===== src/rtl/tm_qm0_rr_sched.sv =====
// Round-robin dequeue scheduler for first-level TM queues: tracks active queues from depth-tracker acks
// and issues one deq_req per grant. Optional stats ports under `TM_QM0_RR_SCHED_STATS_EN.
`ifndef FIRST_LVL_QUEUE_ID_NBITS
`define FIRST_LVL_QUEUE_ID_NBITS 4
`endif
module tm_qm0_rr_sched #(
  parameter int unsigned QID_NBITS     = `FIRST_LVL_QUEUE_ID_NBITS,
  parameter int unsigned ENQ_TRK_DEPTH = 8,
  parameter int unsigned DEQ_INFL_MAX  = 4
) (
  input  logic                 clk,
  input  logic                 rst_n,
  input  logic                 enq_req_i,
  input  logic [QID_NBITS-1:0] enq_qid_i,
  input  logic                 enq_ack_i,
  input  logic                 enq_to_empty_i,
  input  logic                 deq_ack_i,
  input  logic                 deq_from_emptyp2_i,
  input  logic                 sch_ready_i,
  output logic                 deq_req_o,
  output logic [QID_NBITS-1:0] deq_qid_o,
  output logic                 sch_valid_o,
  output logic [QID_NBITS-1:0] sch_qid_o,
  output logic                 sch_err_o
`ifdef TM_QM0_RR_SCHED_STATS_EN
  ,
  output logic [31:0]          stat_deq_cnt_o,
  output logic [QID_NBITS:0]   stat_act_hwm_o
`endif
);

  localparam int unsigned NQ  = 2**QID_NBITS;
  localparam int unsigned ETW = (ENQ_TRK_DEPTH > 1) ? $clog2(ENQ_TRK_DEPTH) : 1;
  localparam int unsigned IFW = (DEQ_INFL_MAX > 1) ? $clog2(DEQ_INFL_MAX) : 1;
  localparam int unsigned ICW = $clog2(DEQ_INFL_MAX + 1);

  typedef logic [QID_NBITS-1:0] qid_t;

  qid_t             etrk_mem_q [ENQ_TRK_DEPTH];
  logic [ETW-1:0]   etrk_wp_q, etrk_wp_d, etrk_rp_q, etrk_rp_d;
  logic [ETW:0]     etrk_cnt_q, etrk_cnt_d;

  qid_t             act_mem_q [NQ];
  qid_t             act_wp_q, act_wp_d, act_rp_q, act_rp_d, act_wp_b;
  logic [QID_NBITS:0] act_cnt_q, act_cnt_d;

  qid_t             ifl_mem_q [DEQ_INFL_MAX];
  logic [IFW-1:0]   ifl_wp_q, ifl_wp_d, ifl_rp_q, ifl_rp_d;
  logic [ICW-1:0]   ifl_cnt_q, ifl_cnt_d;

  logic deq_req_q, deq_req_d, sch_valid_q, sch_valid_d, err_q, err_d;
  qid_t deq_qid_q, deq_qid_d, sch_qid_q, sch_qid_d;

  logic etrk_empty, etrk_full, etrk_push, etrk_pop;
  logic ifl_empty, ifl_pop, grant, push_rq, push_act, dup;
  qid_t etrk_head, ifl_head, act_head;

  always_comb begin
    etrk_empty = (etrk_cnt_q == '0);
    etrk_full  = (etrk_cnt_q == (ETW+1)'(ENQ_TRK_DEPTH));
    etrk_push  = enq_req_i & ~etrk_full;
    etrk_pop   = enq_ack_i & ~etrk_empty;
    etrk_head  = etrk_mem_q[etrk_rp_q];
    ifl_empty  = (ifl_cnt_q == '0);
    ifl_pop    = deq_ack_i & ~ifl_empty;
    ifl_head   = ifl_mem_q[ifl_rp_q];
    act_head   = act_mem_q[act_rp_q];
    grant      = (act_cnt_q != '0) & sch_ready_i & (ifl_cnt_q < ICW'(DEQ_INFL_MAX));
    push_rq    = ifl_pop & deq_from_emptyp2_i;
    // Both pushes naming the same qid is a tracker protocol violation: flag it and keep one copy.
    dup        = push_rq & etrk_pop & enq_to_empty_i & (ifl_head == etrk_head);
    push_act   = etrk_pop & enq_to_empty_i & ~dup;
    act_wp_b   = push_rq ? act_wp_q + QID_NBITS'(1) : act_wp_q;

    etrk_wp_d  = etrk_push ? etrk_wp_q + ETW'(1) : etrk_wp_q;
    etrk_rp_d  = etrk_pop ? etrk_rp_q + ETW'(1) : etrk_rp_q;
    etrk_cnt_d = etrk_cnt_q + (ETW+1)'(etrk_push) - (ETW+1)'(etrk_pop);

    act_wp_d   = act_wp_q + QID_NBITS'(push_rq) + QID_NBITS'(push_act);
    act_rp_d   = grant ? act_rp_q + QID_NBITS'(1) : act_rp_q;
    act_cnt_d  = act_cnt_q + (QID_NBITS+1)'(push_rq) + (QID_NBITS+1)'(push_act)
               - (QID_NBITS+1)'(grant);

    ifl_wp_d   = ifl_wp_q;
    if (grant) ifl_wp_d = (ifl_wp_q == IFW'(DEQ_INFL_MAX-1)) ? '0 : ifl_wp_q + IFW'(1);
    ifl_rp_d   = ifl_rp_q;
    if (ifl_pop) ifl_rp_d = (ifl_rp_q == IFW'(DEQ_INFL_MAX-1)) ? '0 : ifl_rp_q + IFW'(1);
    ifl_cnt_d  = ifl_cnt_q + ICW'(grant) - ICW'(ifl_pop);

    deq_req_d   = grant;
    deq_qid_d   = grant ? act_head : deq_qid_q;
    sch_valid_d = ifl_pop;
    sch_qid_d   = ifl_pop ? ifl_head : sch_qid_q;
    err_d       = err_q | (enq_ack_i & etrk_empty) | (enq_req_i & etrk_full)
                | (deq_ack_i & ifl_empty) | dup;
  end

  always_ff @(posedge clk) begin
    if (etrk_push) etrk_mem_q[etrk_wp_q] <= enq_qid_i;
    if (push_rq)   act_mem_q[act_wp_q]   <= ifl_head;
    if (push_act)  act_mem_q[act_wp_b]   <= etrk_head;
    if (grant)     ifl_mem_q[ifl_wp_q]   <= act_head;
  end

  always_ff @(posedge clk or negedge rst_n) begin
    if (!rst_n) begin
      etrk_wp_q   <= '0;
      etrk_rp_q   <= '0;
      etrk_cnt_q  <= '0;
      act_wp_q    <= '0;
      act_rp_q    <= '0;
      act_cnt_q   <= '0;
      ifl_wp_q    <= '0;
      ifl_rp_q    <= '0;
      ifl_cnt_q   <= '0;
      deq_req_q   <= 1'b0;
      deq_qid_q   <= '0;
      sch_valid_q <= 1'b0;
      sch_qid_q   <= '0;
      err_q       <= 1'b0;
    end else begin
      etrk_wp_q   <= etrk_wp_d;
      etrk_rp_q   <= etrk_rp_d;
      etrk_cnt_q  <= etrk_cnt_d;
      act_wp_q    <= act_wp_d;
      act_rp_q    <= act_rp_d;
      act_cnt_q   <= act_cnt_d;
      ifl_wp_q    <= ifl_wp_d;
      ifl_rp_q    <= ifl_rp_d;
      ifl_cnt_q   <= ifl_cnt_d;
      deq_req_q   <= deq_req_d;
      deq_qid_q   <= deq_qid_d;
      sch_valid_q <= sch_valid_d;
      sch_qid_q   <= sch_qid_d;
      err_q       <= err_d;
    end
  end

  assign deq_req_o   = deq_req_q;
  assign deq_qid_o   = deq_qid_q;
  assign sch_valid_o = sch_valid_q;
  assign sch_qid_o   = sch_qid_q;
  assign sch_err_o   = err_q;

`ifdef TM_QM0_RR_SCHED_STATS_EN
  logic [31:0]        stat_cnt_q;
  logic [QID_NBITS:0] stat_hwm_q;

  always_ff @(posedge clk or negedge rst_n) begin
    if (!rst_n) begin
      stat_cnt_q <= '0;
      stat_hwm_q <= '0;
    end else begin
      if (ifl_pop) stat_cnt_q <= stat_cnt_q + 32'd1;
      if (act_cnt_d > stat_hwm_q) stat_hwm_q <= act_cnt_d;
    end
  end

  assign stat_deq_cnt_o = stat_cnt_q;
  assign stat_act_hwm_o = stat_hwm_q;
`endif

endmodule

===== config.mk =====
export PLATFORM = sky130hd
export DESIGN_NAME = tm_qm0_rr_sched
export DESIGN_NICKNAME = d
export VERILOG_FILES = /design/src/rtl/tm_qm0_rr_sched.sv
export SDC_FILE = /design/constraint.sdc
export NUM_CORES = 1
export LEC_CHECK = 0
export ABC_CLOCK_PERIOD_IN_PS = 4900
export CAP_MARGIN = 20
export CORE_MARGIN = 2
export CORE_UTILIZATION = 55
export CTS_BUF_LIST = sky130_fd_sc_hd__clkbuf_16
export DETAILED_ROUTE_END_ITERATION = 10
export PLACE_DENSITY = 0.8
export SYNTH_ARGS = -nofsm -noshare
export SYNTH_HDL_FRONTEND = slang
export SYNTH_SLANG_ARGS = --single-unit

===== constraint.sdc =====
create_clock -name clk -period 4.9 [get_ports clk]
set_input_delay 0.98 -clock clk [delete_from_list [all_inputs] [get_ports clk]]
set_output_delay 0.98 -clock clk [all_outputs]
set_load 0.01 [all_outputs]

==> results.yml, run 1 <==
run_status:
  status: "finished clean"
clock_network:
  cts_buffer_depth: 2
  cts_buffers: 17
  cts_max_level: 4
  postCtsSetupBuffers: 0
  cts_tree: "yes"
  cts-hold-fix-buffers: 0
  clock-sinks: 153
  cts_resized: 0
  cts_root_buffer: "clkbuf_16"
  path_clk_slew_ps: 60
  clock_latency_ps: 430
die:
  die_h_um: 123
  dieArea_um2: 15000
  die_width_um: 123
  start_util_pct: 56.1
  coreArea_um2: 13800
  io_pins: 23
  rows: 43
drt:
  vias_per_cell: 6.11
  first_pass_iters: 6
  drtAntennaViolNets: 0
  routed_wl_mm: 16.1
  num_vias: 4780
  drc_errors: 0
  drt_iter0_drc: 624
  wl_per_cell_um: 20.6
yosys:
  syn_nets: 622
  yosysUniqueCellTypes: 50
  yosysSeqAreaShare_pct: 56.8
  ys_ff_latch: 153
  netlist_area_um2: 7720
  synthCells: 579
  synthFlopType: "edfxtp_1"
  synth_edf_count: 112
  avgSynthCellArea_um2: 13.3
  async_reset_ff_share_pct: 26.8
  ys_warn_count: 0
sta:
  min_period_ps: 4130
  setup_viol: 0
  rsz0062_at_grt: "no"
  fmax_mhz: 242
  finalMaxSlewViolations: 0
  setup_tns_ps: 0
  fin_ws_ps: 768
  min_period_over_period_pct: 84.3
  whs_ps: 489
  skew_ps: 12.4
  relSlewSlack_pct: 34.5
  hold_viol_final: 0
  worst_slew_pin_slew_ps: 970
power_and_ir_drop:
  p_leak_nw: 3.43
  power.internal_w: 0.00355
  p_sw_share_pct: 38.8
  powerDensity_nw_per_um2: 674
  netSwitchingPower_w: 0.00225
  pwr-share-comb_pct: 40.2
  p_seq_share_pct: 38.1
  ir_drop_mv: 0.350
  power_frac_clock_pct: 21.7
layout:
  syn2layout_area_growth_pct: 11.4
  nNetsFinal: 632
  drive_above_1_share_pct: 11.3
  diodes: 0
  fin_area_um2: 8610
  fillCellCount: 1025
hold_path:
  hp-class: "reg -> reg"
  holdCritStartpoint: "sch_qid_o[1]"
placed_design:
  port_buffers: 22
  place_ws_ps: 444
  placed_area_um2: 8040
  place.gp.congestion: 0.880
  place_hpwl_mm: 10.9
critical_path:
  reg2reg_depth: 12
  path_buf_inv: 3
  worstPathRequired_ps: 5250
  timing_worst_setup_path_type: "in -> reg"
  crit_cells: 14
  crit_chain: "clkdlybuf4s50_1 -> o311a_1 -> inv_2 -> or4b_1 -> mux2i_1 -> nand4_2 -> nand2_1 -> fa_1 -> inv_1 -> fa_1 -> a21oi_1 -> nor2_1 -> nor2_1 -> xnor2_1"
  reg2reg_setup_slack_ps: 1340
  crit_path_max_fanout: 15
  crit_start: "deq_ack_i"
  critPathLaunchType: "primary input"
  endpoint: "act_cnt_q[4]"
  slowest_stage: "or4b_1"
  critPathMaxStageDelay_ps: 560
  timing.rr.start: "etrk_rp_q[2]"
  worstPathArrival_ps: 4480
  cp_top_family: "simple AND/OR/NAND/NOR gates"
  r2r-end: "act_cnt_q[4]"
  crit_path_end_kind: "flip-flop"
global_route:
  grt_pass1_wl_mm: 26.5
  grt_max_degree: 42
  grt_pass1_vias: 4902
  grt_use_total_pct: 23.8
  antenna_found_initial: 0
  gr-total-overflow: 0
flow_run:
  max-cap-violations: 0
cell families (layout without fill, tap and decap cells):
group	count (synthesis)	in the layout	share of synthesized area, %
buffers and inverters	72	95	3.90
adder cells (fa/ha/maj)	31	31	5.51
AO/OA/AOI/OAI	77	77	6.56
XOR/XNOR	20	20	2.56
AND/OR/NAND/NOR	106	106	6.56
flip-flops	153	153	56.8
multiplexers	120	120	18.1
final cells by class:
type	count	area (um2)	area share, %
clock buffer	17	425	4.94
multi-input combinational	354	3040	35.3
tap	180	225	2.62
timing repair buffer	27	253	2.94
sequential	153	4390	51.0
clock inverter	15	140	1.63
inverter	36	135	1.57
cells in the final DEF (no fill, tap or decap), types with 9 or more instances in the layout:
| cell type | synthesis | routed |
|---|---|---|
| a221oi_1 | 9 | 9 |
| nand3_1 | 10 | 10 |
| o21ai_0 | 11 | 11 |
| mux4_2 | 14 | 14 |
| nor3_1 | 13 | 13 |
| clkdlybuf4s50_1 | 0 | 21 |
| mux2i_1 | 99 | 99 |
| nor2_1 | 18 | 18 |
| xnor2_1 | 12 | 12 |
| o21ai_1 | 14 | 14 |
| dfrtp_1 | 41 | 41 |
| clkbuf_16 | 0 | 17 |
| edfxtp_1 | 112 | 112 |
| nand2_1 | 41 | 41 |
| a21oi_1 | 13 | 13 |
| ha_1 | 26 | 26 |
| inv_1 | 33 | 33 |
sequential cells by signal (all words and copies together) (netlist names):
name,count
act_mem_q,64
etrk_mem_q,32
ifl_mem_q,16
act_cnt_q,5
act_rp_q,4
act_wp_q,4
deq_qid_o,4
etrk_cnt_q,4
sch_qid_o,4
etrk_rp_q,3
etrk_wp_q,3
ifl_cnt_q,3
ifl_rp_q,2
ifl_wp_q,2
deq_req_o,1
sch_err_o,1
sch_valid_o,1
synth_stat cells, types with 2 or more instances:
cell type	instances	share of area (%)
edfxtp_1	112	44
mux2i_1	99	13
dfrtp_1	41	13
nand2_1	41	2.0
inv_1	33	1.6
ha_1	26	4.2
clkbuf_1	25	1.2
nor2_1	18	0.87
mux4_2	14	4.1
o21ai_1	14	0.91
a21oi_1	13	0.84
nor3_1	13	0.84
xnor2_1	12	1.4
o21ai_0	11	0.71
nand3_1	10	0.65
a221oi_1	9	1.0
and2_1	7	0.57
buf_2	7	0.45
a22o_1	6	0.68
mux2_2	6	0.87
nand2b_1	6	0.49
fa_1	5	1.3
xor2_1	5	0.57
a22oi_1	4	0.39
a31oi_1	4	0.32
nor2b_1	4	0.32
inv_2	3	0.15
xnor2_2	3	0.63
a21o_1	2	0.19
buf_4	2	0.19
buf_6	2	0.29
o21a_1	2	0.19
o22ai_1	2	0.16
o2bb2ai_1	2	0.23
power groups by stage:
stage | sequential, W | clock (W) | combinational, W
floorplan | 0.00203 | 0 | 0.00183
global placement | 0.00220 | 0 | 0.00219
detailed placement | 0.00223 | 0 | 0.00229
CTS | 0.00221 | 0.00127 | 0.00232
global route | 0.00226 | 0.00133 | 0.00255
finish | 0.00221 | 0.00126 | 0.00233
through the flow:
stage	cells	power [W]	utilization (%)
finish	782	0.00580	62.5
global route	782	0.00614	62.5
CTS	782	0.00580	62.5
detailed placement	750	0.00452	58.4
global placement	750	0.00439	58.4
floorplan	579	0.00387	-
worst reg2reg max path: cells and delay by family, from the launching register on:
kind,cells,cell delay (ps)
AND/OR/NAND/NOR,4,480
flip-flops,1,840
adder cells (fa/ha/maj),2,570
XOR/XNOR,2,440
AO/OA/AOI/OAI,1,160
multiplexers,2,940
buffers and inverters,1,60
worst min-delay path by stage:
stage / to / cells after the start
finish: sch_qid_o[1] / 2
global route: sch_qid_o[1] / 2
CTS: sch_qid_o[1] / 2
detailed placement: sch_qid_o[1] / 2
global placement: sch_qid_o[3] / 2
floorplan: etrk_wp_q[0] / 2
routing by layer:
metal | vias to the layer above | global-route usage [%] | part of all wire [%] | wire, um
met5 | - | 0 | 0 | 0
met4 | 0 | 6.82 | 1.5 | 240
met3 | 25 | 5.72 | 6.0 | 967
met2 | 189 | 40.7 | 53 | 8480
met1 | 2410 | 30.4 | 40 | 6450
li1 | 2156 | - | - | -
Note: power is estimated with default switching activity, not from simulation.
==> run 2, diff against run 1 <==
Settings changed: ABC_CLOCK_PERIOD_IN_PS 4900 to 4000.
Clock period 4.9 ns to 4 ns, I/O delays scaled along.
==> results.yml, run 2 (synthesis results as in run 1) <==
flow_run:
  max-cap-violations: 0
drt:
  drc_errors: 0
  first_pass_iters: 5
  routed_wl_mm: 15.8
  num_vias: 4689
  drt_iter0_drc: 377
  wl_per_cell_um: 20.0
  drtAntennaViolNets: 0
  vias_per_cell: 5.92
critical_path:
  crit_path_end_kind: "flip-flop"
  worstPathArrival_ps: 3790
  timing.rr.start: "ifl_rp_q[0]"
  critPathLaunchType: "flip-flop"
  timing_worst_setup_path_type: "reg -> reg"
  crit_path_max_fanout: 9
  reg2reg_setup_slack_ps: 560
  r2r-end: "act_cnt_q[4]"
  reg2reg_depth: 12
  worstPathRequired_ps: 4350
die:
  dieArea_um2: 15000
  io_pins: 23
  die_h_um: 123
  die_width_um: 123
  rows: 43
  coreArea_um2: 13800
  start_util_pct: 56.1
layout:
  final_cell_mix: "edfxtp_1 (112), mux2i_1 (99), nand2_1 (41), dfrtp_1 (41), inv_1 (36)"
  diodes: 0
  max_flop_register: "act_mem_q"
  fillCellCount: 1034
  nNetsFinal: 642
  syn2layout_area_growth_pct: 12.7
  multiInputGateArea_um2: 3040
  largest_register_ff_count: 64
  final_common_cell: "edfxtp_1"
  regArea_um2: 4390
  reg_top3: "act_mem_q: 64 flops, etrk_mem_q: 32 flops, ifl_mem_q: 16 flops"
  drive_above_1_share_pct: 11.9
clock_network:
  clock_latency_ps: 430
  clock-sinks: 153
  cts-hold-fix-buffers: 0
  cts_buffers: 17
  postCtsSetupBuffers: 0
  cts_max_level: 4
  cts_tree: "yes"
  path_clk_slew_ps: 60
  cts_buffer_depth: 2
  cts_root_buffer: "clkbuf_16"
  cts_resized: 0
global_route:
  grt_pass1_vias: 4955
  gr-total-overflow: 0
  grt_pass1_wl_mm: 26.1
  grt_max_degree: 42
  antenna_found_initial: 0
  grt_use_total_pct: 23.5
sta:
  hold_viol_final: 0
  relSlewSlack_pct: 37.1
  worst_slew_pin_slew_ps: 944
  setup_viol: 0
  skew_ps: 9.43
  rsz0062_at_grt: "no"
  min_period_ps: 3440
  setup_tns_ps: 0
  min_period_over_period_pct: 85.9
  finalMaxSlewViolations: 0
  fmax_mhz: 291
placed_design:
  place.gp.congestion: 0.879
  port_buffers: 22
  place_hpwl_mm: 11.1
hold_path:
  hold_path_end: "sch_qid_o[0]"
  holdCritStartpoint: "sch_qid_o[0]"
  holdPathStages: 2
  hp-class: "reg -> reg"
power_and_ir_drop:
  powerDensity_nw_per_um2: 827
  p_leak_nw: 3.50
  ir_drop_mv: 0.465
  p_total_w: 0.00720
run_status:
  status: "finished clean"
[run 2: critical path, stage by stage, from the launching register on]
cell and delay (ps):
dfrtp_1 580, mux4_2 640, or4b_1 490, mux2i_1 260
nand4_2 150, nand2_1 140, fa_1 200, inv_1 60
fa_1 400, a21oi_1 160, nor2_1 50, nor2_1 100
xnor2_1 120
[run 2: report_power, final]
part	internal, W	switching, W
Sequential	0.00229	0.000375
Combinational	0.00127	0.00171
Clock	0.000922	0.000628
Total	0.00448	0.00271
[run 2: worst max path at each step]
stage / startpoint / to / slack, ps / cells past startpoint
global route: ifl_rp_q[0] / act_cnt_q[4] / 330 / 12
CTS: ifl_rp_q[0] / act_cnt_q[4] / 580 / 12
floorplan: deq_from_emptyp2_i / act_cnt_q[4] / 750 / 13
finish: ifl_rp_q[0] / act_cnt_q[4] / 560 / 12
global placement: deq_ack_i / act_cnt_q[4] / 290 / 14
detailed placement: deq_ack_i / act_cnt_q[4] / 190 / 14
[run 2: final cells by class]
class,count,area share (%)
Sequential cell,153,50.4
Multi-Input combinational cell,354,34.9
Clock buffer,19,5.46
Timing Repair Buffer,37,3.85
Tap cell,180,2.59
Inverter,36,1.55
Clock inverter,13,1.18
[run 2: per-stage QoR]
| step | cells | setup WS, ps | util, % | hold WS [ps] | instance area (um2) |
|---|---|---|---|---|---|
| 2_1_floorplan | 579 | 746 | - | 486 | 7720 |
| 3_3_place_gp | 759 | 290 | 58.9 | 463 | 8110 |
| 3_5_place_dp | 759 | 191 | 58.9 | 479 | 8110 |
| 4_1_cts | 791 | 584 | 63.1 | 493 | 8690 |
| 5_1_grt | 792 | 329 | 63.2 | 526 | 8700 |
| 6_report | 792 | 564 | 63.2 | 487 | 8700 |
[run 2: layer usage]
| metal | up-vias | part of all wire, % | track usage (%) |
|---|---|---|---|
| li1 | 2173 | - | - |
| met1 | 2293 | 41 | 29.0 |
| met2 | 175 | 51 | 39.4 |
| met3 | 48 | 5.7 | 6.32 |
| met4 | 0 | 3.0 | 9.55 |
| met5 | - | 0 | 0 |
